### src/rtl/axi_2p_master.sv
// rtl/axi_2p_master.sv - AXI4 single-burst INCR master driven from a command port
//
// Ports:
//   s_aclk, s_aresetn          clock, asynchronous active-low reset
//   cmd_*                      command port: write/read select, start address, len (beats-1)
//   wr_data/wr_strb/wr_valid/wr_ready   write beat stream (pulled during W phase)
//   rd_data/rd_last/rd_valid/rd_ready   read beat stream (pushed during R phase)
//   done/err/busy              completion pulse, error (qualified by done), activity flag
//   m_axi_aw*/w*/b*/ar*/r*     AXI4 master channels
module axi_2p_master #(
  parameter int  G_DATAWIDTH = 32,
  parameter int  G_ADDRWIDTH = 12,
  parameter int  G_ID_WIDTH  = 4,
  parameter int  G_ID        = 0,
  localparam int G_WEWIDTH   = G_DATAWIDTH / 8
) (
  input  logic                   s_aclk,
  input  logic                   s_aresetn,
  // command port
  input  logic                   cmd_valid,
  output logic                   cmd_ready,
  input  logic                   cmd_write,
  input  logic [G_ADDRWIDTH-1:0] cmd_addr,
  input  logic [7:0]             cmd_len,
  // write beat stream
  input  logic [G_DATAWIDTH-1:0] wr_data,
  input  logic [G_WEWIDTH-1:0]   wr_strb,
  input  logic                   wr_valid,
  output logic                   wr_ready,
  // read beat stream
  output logic [G_DATAWIDTH-1:0] rd_data,
  output logic                   rd_last,
  output logic                   rd_valid,
  input  logic                   rd_ready,
  // status
  output logic                   done,
  output logic                   err,
  output logic                   busy,
  // AXI write address
  output logic [G_ID_WIDTH-1:0]  m_axi_awid,
  output logic [G_ADDRWIDTH-1:0] m_axi_awaddr,
  output logic [7:0]             m_axi_awlen,
  output logic [2:0]             m_axi_awsize,
  output logic [1:0]             m_axi_awburst,
  output logic                   m_axi_awvalid,
  input  logic                   m_axi_awready,
  // AXI write data
  output logic [G_DATAWIDTH-1:0] m_axi_wdata,
  output logic [G_WEWIDTH-1:0]   m_axi_wstrb,
  output logic                   m_axi_wlast,
  output logic                   m_axi_wvalid,
  input  logic                   m_axi_wready,
  // AXI write response
  input  logic [G_ID_WIDTH-1:0]  m_axi_bid,
  input  logic [1:0]             m_axi_bresp,
  input  logic                   m_axi_bvalid,
  output logic                   m_axi_bready,
  // AXI read address
  output logic [G_ID_WIDTH-1:0]  m_axi_arid,
  output logic [G_ADDRWIDTH-1:0] m_axi_araddr,
  output logic [7:0]             m_axi_arlen,
  output logic [2:0]             m_axi_arsize,
  output logic [1:0]             m_axi_arburst,
  output logic                   m_axi_arvalid,
  input  logic                   m_axi_arready,
  // AXI read data
  input  logic [G_ID_WIDTH-1:0]  m_axi_rid,
  input  logic [G_DATAWIDTH-1:0] m_axi_rdata,
  input  logic [1:0]             m_axi_rresp,
  input  logic                   m_axi_rlast,
  input  logic                   m_axi_rvalid,
  output logic                   m_axi_rready
);

  localparam logic [2:0] S_IDLE  = 3'd0;
  localparam logic [2:0] S_WADDR = 3'd1;
  localparam logic [2:0] S_WDATA = 3'd2;
  localparam logic [2:0] S_WRESP = 3'd3;
  localparam logic [2:0] S_RADDR = 3'd4;
  localparam logic [2:0] S_RDATA = 3'd5;

  localparam logic [2:0]            C_SIZE = 3'($clog2(G_WEWIDTH));
  localparam logic [G_ID_WIDTH-1:0] C_ID   = G_ID_WIDTH'(G_ID);

  logic [2:0]             state;
  logic [G_ADDRWIDTH-1:0] addr_q;
  logic [7:0]             len_q;
  logic [7:0]             cnt_q;
  logic                   err_acc;

  logic cnt_last;
  logic w_hs;
  logic r_hs;
  logic b_bad;
  logic r_bad;

  // rid is not checked; only one transaction is ever outstanding
  logic [G_ID_WIDTH-1:0] unused_rid;
  assign unused_rid = m_axi_rid;

  // Compare before increment so len=255 yields 256 beats with an 8-bit counter
  assign cnt_last = (cnt_q == len_q);
  assign w_hs     = (state == S_WDATA) && wr_valid && m_axi_wready;
  assign r_hs     = (state == S_RDATA) && m_axi_rvalid && rd_ready;
  assign b_bad    = (m_axi_bresp != 2'b00) || (m_axi_bid != C_ID);
  // Early or missing rlast both count as a protocol error
  assign r_bad    = (m_axi_rresp != 2'b00) || (m_axi_rlast != cnt_last);

  // Held low during reset even though the state register already reads IDLE
  assign cmd_ready = (state == S_IDLE) && s_aresetn;
  assign busy      = (state != S_IDLE);

  assign m_axi_awid    = C_ID;
  assign m_axi_awaddr  = addr_q;
  assign m_axi_awlen   = len_q;
  assign m_axi_awsize  = C_SIZE;
  assign m_axi_awburst = 2'b01;
  assign m_axi_awvalid = (state == S_WADDR);

  // W channel is a combinational pass-through of the write stream
  assign m_axi_wvalid = (state == S_WDATA) && wr_valid;
  assign wr_ready     = (state == S_WDATA) && m_axi_wready;
  assign m_axi_wdata  = (state == S_WDATA) ? wr_data : '0;
  assign m_axi_wstrb  = (state == S_WDATA) ? wr_strb : '0;
  assign m_axi_wlast  = (state == S_WDATA) && cnt_last;

  assign m_axi_bready = (state == S_WRESP);

  assign m_axi_arid    = C_ID;
  assign m_axi_araddr  = addr_q;
  assign m_axi_arlen   = len_q;
  assign m_axi_arsize  = C_SIZE;
  assign m_axi_arburst = 2'b01;
  assign m_axi_arvalid = (state == S_RADDR);

  // R channel is a combinational pass-through to the read stream
  assign rd_valid     = (state == S_RDATA) && m_axi_rvalid;
  assign m_axi_rready = (state == S_RDATA) && rd_ready;
  assign rd_data      = (state == S_RDATA) ? m_axi_rdata : '0;
  assign rd_last      = (state == S_RDATA) && cnt_last;

  always_ff @(posedge s_aclk or negedge s_aresetn) begin
    if (!s_aresetn) begin
      state   <= S_IDLE;
      addr_q  <= '0;
      len_q   <= '0;
      cnt_q   <= '0;
      err_acc <= 1'b0;
      done    <= 1'b0;
      err     <= 1'b0;
    end else begin
      done <= 1'b0;
      err  <= 1'b0;
      case (state)
        S_IDLE: begin
          if (cmd_valid) begin
            addr_q  <= cmd_addr;
            len_q   <= cmd_len;
            cnt_q   <= '0;
            err_acc <= 1'b0;
            state   <= cmd_write ? S_WADDR : S_RADDR;
          end
        end
        S_WADDR: begin
          if (m_axi_awready) state <= S_WDATA;
        end
        S_WDATA: begin
          if (w_hs) begin
            cnt_q <= cnt_q + 8'd1;
            if (cnt_last) state <= S_WRESP;
          end
        end
        S_WRESP: begin
          if (m_axi_bvalid) begin
            done  <= 1'b1;
            err   <= err_acc | b_bad;
            state <= S_IDLE;
          end
        end
        S_RADDR: begin
          if (m_axi_arready) state <= S_RDATA;
        end
        S_RDATA: begin
          if (r_hs) begin
            cnt_q   <= cnt_q + 8'd1;
            err_acc <= err_acc | r_bad;
            if (m_axi_rlast || cnt_last) begin
              done  <= 1'b1;
              err   <= err_acc | r_bad;
              state <= S_IDLE;
            end
          end
        end
        default: state <= S_IDLE;
      endcase
    end
  end

endmodule

### config.mk
export PLATFORM = sky130hd
export DESIGN_NAME = axi_2p_master
export DESIGN_NICKNAME = d
export VERILOG_FILES = /design/src/rtl/axi_2p_master.sv
export SDC_FILE = /design/constraint.sdc
export NUM_CORES = 1
export LEC_CHECK = 0
export ABC_AREA = 0
export BUFFER_PORTS_ARGS = -buffer_cell sky130_fd_sc_hd__buf_2
export CAP_MARGIN = 20
export CORE_AREA = 4 4 96 98
export CTS_CLUSTER_DIAMETER = 200
export DETAILED_ROUTE_END_ITERATION = 7
export DIE_AREA = 0 0 100 102
export PLACE_DENSITY = 0.69
export SETUP_SLACK_MARGIN = 0.4
export SYNTH_ARGS = -nofsm -noshare
export SYNTH_HDL_FRONTEND = slang
export SYNTH_SLANG_ARGS = --single-unit
### constraint.sdc
create_clock -name s_aclk -period 6 [get_ports s_aclk]
set_input_delay 0.6 -clock s_aclk [delete_from_list [all_inputs] [get_ports s_aclk]]
set_output_delay 0.6 -clock s_aclk [all_outputs]
set_load 0.01 [all_outputs]
==> results.json, run 1 <==
{
  "cp_max_fo": 51,
  "io-pin-count": 251,
  "holdBufCountCts": 0,
  "diodes": 0,
  "portBuffers": 228,
  "layout-drive-gt1-share": 0.5401,
  "yosysSeqAreaShare": 0.3383,
  "crit_path_start": "state[1]",
  "fin_setup_tns_ps": 0,
  "switching_share": 0.4365,
  "num_rows": 34,
  "grt_pass1_wl_microns": 12470,
  "grt_max_degree": 52,
  "drc": 0,
  "worstHoldPathType": "in2async",
  "worst_pin_slew_ps": 1005,
  "min_period_ps": 2781,
  "fin_crit_sh": 0.4634,
  "start_util": 0.2971,
  "syn_avg_cell_area_sq_um": 9.179,
  "cap_viol_max_count": 0,
  "nFillCells": 861,
  "worstSetupEndpoint": "rd_data[3]",
  "skew_ps": 11.42,
  "intPower_mw": 0.8151,
  "finalMaxSlewViolations": 0,
  "setup_viol": 0,
  "r2r_start": "cnt_q[5]",
  "routed_wl_microns": 8477,
  "regToRegSetupSlack_ps": 3310,
  "dieArea_sq_um": 10200,
  "p_per_area_nw_per_um2": 398.9,
  "cp_cell_sequence": "buf_4, and3b_1, and2_1, buf_2",
  "cts-resized-gates": 0,
  "fin_nets": 587,
  "die_y_microns": 102,
  "ant_nets": 0,
  "gp_congestion": 0.8071,
  "numCtsBuffers": 5,
  "utilization": 0.4283,
  "power.share.clock": 0.142,
  "seq_power_share": 0.278,
  "endpoint_kind": "output pin",
  "htreeDepth": 2,
  "dp_hpwl_microns": 6942,
  "reg2reg_to": "state[1]",
  "synth_cell_type_count": 42,
  "hold_viol": 0,
  "netlist_instances": 274,
  "die_w_microns": 100,
  "p_sw_mw": 0.6315,
  "p_comb_frac": 0.580,
  "r2r_cells": 8,
  "post_drt_wl_per_cell_microns": 14.57,
  "firstDrtPassIters": 4,
  "core-area_sq_um": 8466,
  "syn_to_final_growth_pct": 44.18,
  "grt-ovfl-total": 0,
  "yosys_warnings": 0,
  "cts_root_buf": "clkbuf_8",
  "rsz0062_at_grt": "false",
  "critPathSlowestCell": "and3b_1",
  "power.leakage_nw": 2.216,
  "grt_pass1_vias": 2467,
  "vias": 2596,
  "cp.required_ps": 5400,
  "clock_latency_ps": 280,
  "worstPathArrival_ps": 2180,
  "synth_area_sq_um": 2515,
  "vdd_drop_max_v": 0.0001697,
  "crit_path_start_kind": "flip-flop",
  "postCtsSetupBuffers": 0,
  "fmax_mhz": 359.6,
  "path_clk_slew_ps": 70,
  "antenna_found_initial": 0,
  "cts_tree": "done",
  "status": "finished clean",
  "grt_usage": 0.1510,
  "clock_sinks": 34,
  "clockBufferDepth": 2,
  "critPathKind": "reg2out",
  "crit_path_max_incr_delay_ps": 900,
  "first_iter_violations": 63,
  "synth-seq-cells": 34,
  "max_slew_margin": 0.3301,
  "vias_per_cell": 4.460
}
[cell type report]
cell class	instances	area, sq um	area share
multi-input combinational	195	1340	0.3696
timing repair buffer	231	1171	0.3230
tap	108	135.1	0.03727
sequential	34	850.8	0.2346
clock inverter	1	30.03	0.008282
clock buffer	7	76.32	0.02105
inverter	6	22.52	0.006211
[worst min path at each step]
stage | start | end | slack [ps] | depth (start not counted)
global route | s_aresetn | m_axi_araddr[11] | 390 | 2
CTS | s_aresetn | m_axi_arlen[6] | 360 | 2
finish | s_aresetn | cnt_q[5] | 360 | 2
floorplan | s_aresetn | cnt_q[0] | 300 | 0
global placement | m_axi_araddr[0] | m_axi_araddr[0] | 480 | 1
detailed placement | m_axi_araddr[0] | m_axi_araddr[0] | 490 | 1
[layer usage]
layer	vias to the layer above	track usage	wire length, microns
li1	1280	-	-
met1	1195	0.1881	3387
met2	115	0.2781	4421
met3	6	0.02730	600
met4	0	0.02280	66
met5	-	0	0
[power groups by stage]
stage,Sequential [mW],Clock (mW),Combinational [mW]
finish,0.402,0.205,0.839
global route,0.420,0.224,0.928
CTS,0.405,0.212,0.839
detailed placement,0.410,0,0.837
global placement,0.401,0,0.818
floorplan,0.429,0,0.571
[registers in the layout, indices dropped and copies added (netlist names)]
name,cells
cnt_q,8
done,1
err,1
err_acc,1
m_axi_araddr,12
m_axi_arlen,8
state,3
[through the flow]
| step | hold slack (ps) | instance area [sq um] | setup WS (ps) | power [mW] | std cells |
|---|---|---|---|---|---|
| after floorplan | 304.4 | 2575 | 3752 | 1.000 | 290 |
| after global placement | 479.6 | 3505 | 3311 | 1.220 | 573 |
| after detailed placement | 491.9 | 3505 | 3256 | 1.247 | 573 |
| after CTS | 362.8 | 3611 | 3199 | 1.457 | 581 |
| after global routing | 387.8 | 3626 | 3012 | 1.572 | 582 |
| final | 355.2 | 3626 | 3219 | 1.447 | 582 |
[cell usage after synthesis, drive strengths merged]
cell | number | area (sq um)
buf | 44 | 322.8
and3 | 40 | 250.2
and2 | 37 | 231.5
dfrtp | 34 | 850.8
mux2 | 21 | 236.5
clkbuf | 11 | 41.29
xor2 | 9 | 78.83
o31ai | 7 | 52.55
inv | 6 | 22.52
nand2 | 6 | 22.52
nand3 | 6 | 35.03
nor2 | 6 | 22.52
a21oi | 4 | 20.02
nor4 | 4 | 25.02
o21ai | 4 | 20.01
or2 | 4 | 25.03
nor3 | 3 | 15.01
o2bb2ai | 3 | 26.28
a31oi | 2 | 12.51
conb | 2 | 7.510
ha | 2 | 25.02
nand2b | 2 | 12.51
nand3b | 2 | 15.01
o22ai | 2 | 12.51
a21boi | 1 | 7.510
a21o | 1 | 15.01
a22oi | 1 | 12.51
a2bb2oi | 1 | 8.760
a41oi | 1 | 8.760
and3b | 1 | 8.760
mux2i | 1 | 10.01
nor2b | 1 | 6.260
nor3b | 1 | 12.51
o41ai | 1 | 16.27
or3b | 1 | 8.760
or4 | 1 | 7.510
xnor2 | 1 | 8.760
[critical path, delay by kind of cell (launching register included)]
family / cells / cell delay [ps]
and+or+nand+nor: 2 / 1150
buffers and inverters: 2 / 390
DFF: 1 / 360
[cells by family (layout without fill, tap and decap cells)]
family	Yosys count	in the layout	share of synthesized area
fa+ha+maj	2	2	0.009949
flops	34	34	0.3383
simple gates	115	115	0.2776
xor+xnor	10	10	0.03483
other cells	2	18	0.002986
mux	22	22	0.09801
compound gates	28	28	0.08458
buf+inv	61	245	0.1537
[layout by cell type, fill, tap and decap left out, types with 2 or more instances in the layout]
| master | n |
|---|---|
| nor3_1 | 3 |
| mux2_2 | 12 |
| xor2_1 | 9 |
| buf_2 | 228 |
| and2_1 | 37 |
| or2_1 | 3 |
| o22ai_1 | 2 |
| nand3b_1 | 2 |
| ha_1 | 2 |
| nor4_1 | 4 |
| clkbuf_8 | 5 |
| conb_1 | 18 |
| and3_1 | 40 |
| o21ai_0 | 3 |
| clkbuf_1 | 2 |
| o31ai_1 | 7 |
| buf_4 | 2 |
| nand3_1 | 5 |
| mux2_1 | 9 |
| a31oi_1 | 2 |
| a21oi_1 | 4 |
| dfrtp_1 | 34 |
| nor2_1 | 5 |
| nand2b_1 | 2 |
| inv_1 | 6 |
| nand2_1 | 6 |
| o2bb2ai_1 | 3 |
Note: power is estimated with default switching activity, not from simulation.
==> inputs of run 2 (changes only) <==
Settings changed: CORE_AREA 4 4 96 98 to 4 4 94 96, DIE_AREA 0 0 100 102 to 0 0 98 100, PLACE_DENSITY 0.69 to 0.72.
Clock period 6 ns to 2.9 ns, I/O delays scaled along.
==> run 2 against run 1 <==
Effect of this change: count of clock-buffer cells in the layout unchanged; hold slack got worse by 260 ps; die area decreased by 3.9%; clock power increased by 74%; total power increased by 110%; clock skew decreased by 5.0 ps; setup slack got worse by 2800 ps; largest cell class unchanged; combinational power increased by 120%; routed wire length about the same.
==> results.json, run 2 (synthesis results as in run 1) <==
{
  "status": "finished clean",
  "skew_ps": 6.409,
  "clock_latency_ps": 280,
  "setup_viol": 0,
  "fin_nets": 596,
  "path_depth": 8,
  "cp_top_family": "simple AND/OR/NAND/NOR gates",
  "holdBufCountCts": 0,
  "post-place-ws_ps": 261.0,
  "path_buf_inv": 0,
  "drc": 0,
  "core-area_sq_um": 8051,
  "portBuffers": 228,
  "fmax_mhz": 404.1,
  "worstHoldPathType": "in2async",
  "gp_congestion": 0.7540,
  "htreeDepth": 2,
  "vias": 2699,
  "final_cell_mix": "buf_2, and3_1, and2_1",
  "grt_max_degree": 51,
  "dpl.cell_count": 573,
  "cp.required_ps": 3060,
  "cts_root_buf": "clkbuf_8",
  "fin_cells": 588,
  "place_area_sq_um": 3523,
  "regToRegSetupSlack_ps": 430,
  "r2r_start": "cnt_q[0]",
  "diodes": 0,
  "worstSetupEndpoint": "state[1]",
  "grt_pass1_wl_microns": 13200,
  "clockBufferDepth": 2,
  "cp_cell_sequence": "xor2_1, nor4_2, nand2_1, ha_2, nand3b_1, a22oi_2, nor3b_4, mux2_4",
  "min_period_ps": 2475,
  "numCtsBuffers": 5,
  "routed_wl_microns": 8479,
  "setup_slack_ps": 425.2,
  "rsz0062_at_grt": "true",
  "critPathSlowestCell": "dfrtp_1",
  "num_rows": 33,
  "crit_path_max_incr_delay_ps": 430,
  "grt_pass1_vias": 2619,
  "p_per_area_nw_per_um2": 812.4,
  "worstPathArrival_ps": 2640,
  "largest_reg_flops": 12,
  "grt-ovfl-total": 0,
  "die_w_microns": 98,
  "fin_crit_sh": 0.8534,
  "crit_path_start": "cnt_q[0]",
  "start_util": 0.3124,
  "syn_to_final_growth_pct": 47.51,
  "grt_usage": 0.1621,
  "vdd_drop_max_v": 0.0002809,
  "final_area_sq_um": 3710,
  "layout-drive-gt1-share": 0.5631,
  "dieArea_sq_um": 9800,
  "antenna_found_initial": 0,
  "r2r_cells": 8,
  "utilization": 0.4608,
  "vias_per_cell": 4.590,
  "power.leakage_nw": 2.260,
  "dp_hpwl_microns": 6968,
  "critPathKind": "reg2reg",
  "totalPowerFinal_mw": 3.014,
  "die_y_microns": 100,
  "firstDrtPassIters": 4,
  "path_clk_slew_ps": 70,
  "max_slew_margin": 0.6478,
  "reg2reg_to": "state[1]",
  "cp_max_fo": 5,
  "clock_sinks": 34,
  "cap_viol_max_count": 0,
  "crit_path_start_kind": "flip-flop",
  "endpoint_kind": "flip-flop",
  "final_common_cell": "buf_2",
  "ant_nets": 0,
  "nFillCells": 805,
  "post_drt_wl_per_cell_microns": 14.42,
  "finalMaxSlewViolations": 0,
  "hold_viol": 0,
  "worst_pin_slew_ps": 525.8,
  "fin_setup_tns_ps": 0,
  "first_iter_violations": 75,
  "io-pin-count": 251,
  "hold-worst-slack_ps": 99.31,
  "cts_tree": "done"
}
[run 2: final cells by class]
class | instances | area, sq um | area share
multi-input cells | 195 | 1381 | 0.3723
repair buffers | 240 | 1231 | 0.3319
inverters | 6 | 22.52 | 0.006071
clock buffers | 7 | 86.33 | 0.02327
flip-flops and latches | 34 | 852.1 | 0.2297
well taps | 105 | 131.4 | 0.03541
clock inverters | 1 | 5.005 | 0.001349
[run 2: power by group]
group | switching (mW) | total (mW) | internal [mW]
Combinational | 1.00 | 1.83 | 0.826
Sequential | 0.167 | 0.827 | 0.660
Clock | 0.166 | 0.357 | 0.191
Total | 1.34 | 3.01 | 1.68
[run 2: layer usage]
| metal | up-vias | part of all wire | global-route usage |
|---|---|---|---|
| met3 | 4 | 0.075 | 0.03683 |
| met5 | - | 0 | 0 |
| met2 | 127 | 0.53 | 0.2942 |
| li1 | 1302 | - | - |
| met1 | 1266 | 0.39 | 0.1989 |
| met4 | 0 | 0.0052 | 0.02769 |
[run 2: how the worst min path moves through the flow]
stage                       to  slack, ps
6_report       m_axi_araddr[4]        100
3_3_place_gp   m_axi_araddr[6]        410
2_1_floorplan         cnt_q[0]         -6
5_1_grt        m_axi_araddr[3]        140
4_1_cts        m_axi_araddr[4]        110
3_5_place_dp   m_axi_araddr[6]        410
[run 2: timing repair]
action	in CTS	in global routing
setup buffers	3	4
gates resized for setup	3	5
pin swaps	3	6
endpoints found under the setup margin	1	1
==> inputs of run 3 (changes only) <==
Settings changed: MAX_ROUTING_LAYER set to met4.
==> run 3 against run 2 <==
Effect of this change: sequential cell count is the same; global-route usage grew 0.32 points; cell area shrank 0.84%; non-clock buffer count shrank 2; combinational power is essentially flat; critical path depth is the same; critical endpoint unchanged.
==> results.json, run 3 (synthesis results as in run 1) <==
{
  "use_met2": 0.2895,
  "clock_sinks": 34,
  "syn_to_final_growth_pct": 46.27,
  "totalPowerFinal_mw": 2.993,
  "crit_path_start_kind": "flip-flop",
  "grtUsageMet1": 0.2027,
  "first_iter_violations": 93,
  "worstPathArrival_ps": 2600,
  "utilization": 0.4569,
  "worst_pin_slew_ps": 526.9,
  "portBuffers": 228,
  "max_slew_margin": 0.6471,
  "io-pin-count": 251,
  "vdd_drop_max_v": 0.0002776,
  "final_area_sq_um": 3679,
  "fin_crit_sh": 0.8366,
  "status": "finished clean",
  "worstHoldPathType": "in2async",
  "antenna_found_initial": 0,
  "path_clk_slew_ps": 70,
  "firstDrtPassIters": 4,
  "grt_max_degree": 45,
  "post_drt_wl_per_cell_microns": 14.22,
  "routed_wl_microns": 8333,
  "finalMaxSlewViolations": 0,
  "gp_congestion": 0.7676,
  "holdBufCountCts": 0,
  "dp_hpwl_microns": 6896,
  "die_w_microns": 98,
  "diodes": 0,
  "start_util": 0.3124,
  "grt_usage": 0.1653,
  "hold-worst-slack_ps": 86.92,
  "final_cell_mix": "buf_2, and3_1, and2_1",
  "cts_root_buf": "clkbuf_8",
  "die_y_microns": 100,
  "dpl.cell_count": 573,
  "r2r_cells": 8,
  "fin_cells": 586,
  "clock_latency_ps": 280,
  "ant_nets": 0,
  "vias_per_cell": 4.526,
  "fin_nets": 594,
  "largest_reg_flops": 12,
  "fmax_mhz": 412.2,
  "grtUsageMet3": 0.03336,
  "vias": 2652,
  "critPathKind": "reg2reg",
  "p_per_area_nw_per_um2": 813.5,
  "htreeDepth": 2,
  "min_period_ps": 2426,
  "drc": 0,
  "core-area_sq_um": 8051,
  "num_rows": 33,
  "numCtsBuffers": 5,
  "cap_viol_max_count": 0,
  "final_common_cell": "buf_2",
  "layout-drive-gt1-share": 0.5593,
  "rsz0062_at_grt": "true",
  "setup_slack_ps": 473.9,
  "grt_pass1_wl_microns": 12880,
  "cp.required_ps": 3070,
  "setup_viol": 0,
  "grt_pass1_vias": 2545,
  "clockBufferDepth": 2,
  "dieArea_sq_um": 9800,
  "cp_max_fo": 4,
  "busiest_layer": "met2",
  "place_area_sq_um": 3523,
  "hold_viol": 0,
  "post-place-ws_ps": 244.0,
  "cts_tree": "done",
  "fin_setup_tns_ps": 0,
  "power.leakage_nw": 2.246,
  "endpoint_kind": "flip-flop",
  "grt-ovfl-total": 0,
  "skew_ps": 1.755
}
run 3: cell count changes in the layout (fill, tap and decap cells not counted), sizes merged:
cell,previous run,this run
buf,240,238
run 3: worst max-delay path: stages (launching register included):
cell and delay, ps:
dfrtp_1 430, xor2_1 190, nor4_2 350, nand2_1 150, ha_2 200, nand3b_1 190
a22oi_2 230, nor3b_4 260, mux2_4 320
run 3: power breakdown:
part           total (mW)  internal (mW)  switching [mW]
clock network       0.357          0.191           0.166
registers           0.828          0.660           0.169
logic                1.81          0.824           0.982
total                2.99           1.68            1.32
run 3: final timing paths:
check	start	to	slack, ps
max reg2reg	cnt_q[1]	state[1]	470
max	cnt_q[1]	state[1]	470
min in group s_aclk	cmd_addr[10]	m_axi_araddr[10]	220
max in group asynchronous	s_aresetn	cnt_q[5]	2470
min	s_aresetn	m_axi_araddr[5]	90
min reg2reg	m_axi_araddr[5]	m_axi_araddr[5]	510
run 3: what timing repair did:
| item | CTS | global route |
|---|---|---|
| pin swaps | 2 | 5 |
| setup buffers | 3 | 2 |
| gates resized for setup | 2 | 4 |
| setup endpoints to repair | 1 | 2 |
run 3: per-layer routing:
| metal | wire length [microns] | share of wire | up-vias |
|---|---|---|---|
| met4 | 46 | 0.0055 | 0 |
| met1 | 3279 | 0.39 | 1222 |
| met2 | 4376 | 0.53 | 127 |
| met3 | 629 | 0.075 | 6 |
| met5 | 0 | 0 | - |
| li1 | - | - | 1297 |
run 3: area by class of cell:
type / count / area (sq um)
clock buffer: 7 / 86.33
clock inverter: 1 / 5.005
fill: 813 / 4373
inverter: 6 / 22.52
multi-input combinational: 195 / 1365
sequential: 34 / 852.1
tap: 105 / 131.4
timing repair buffer: 238 / 1216
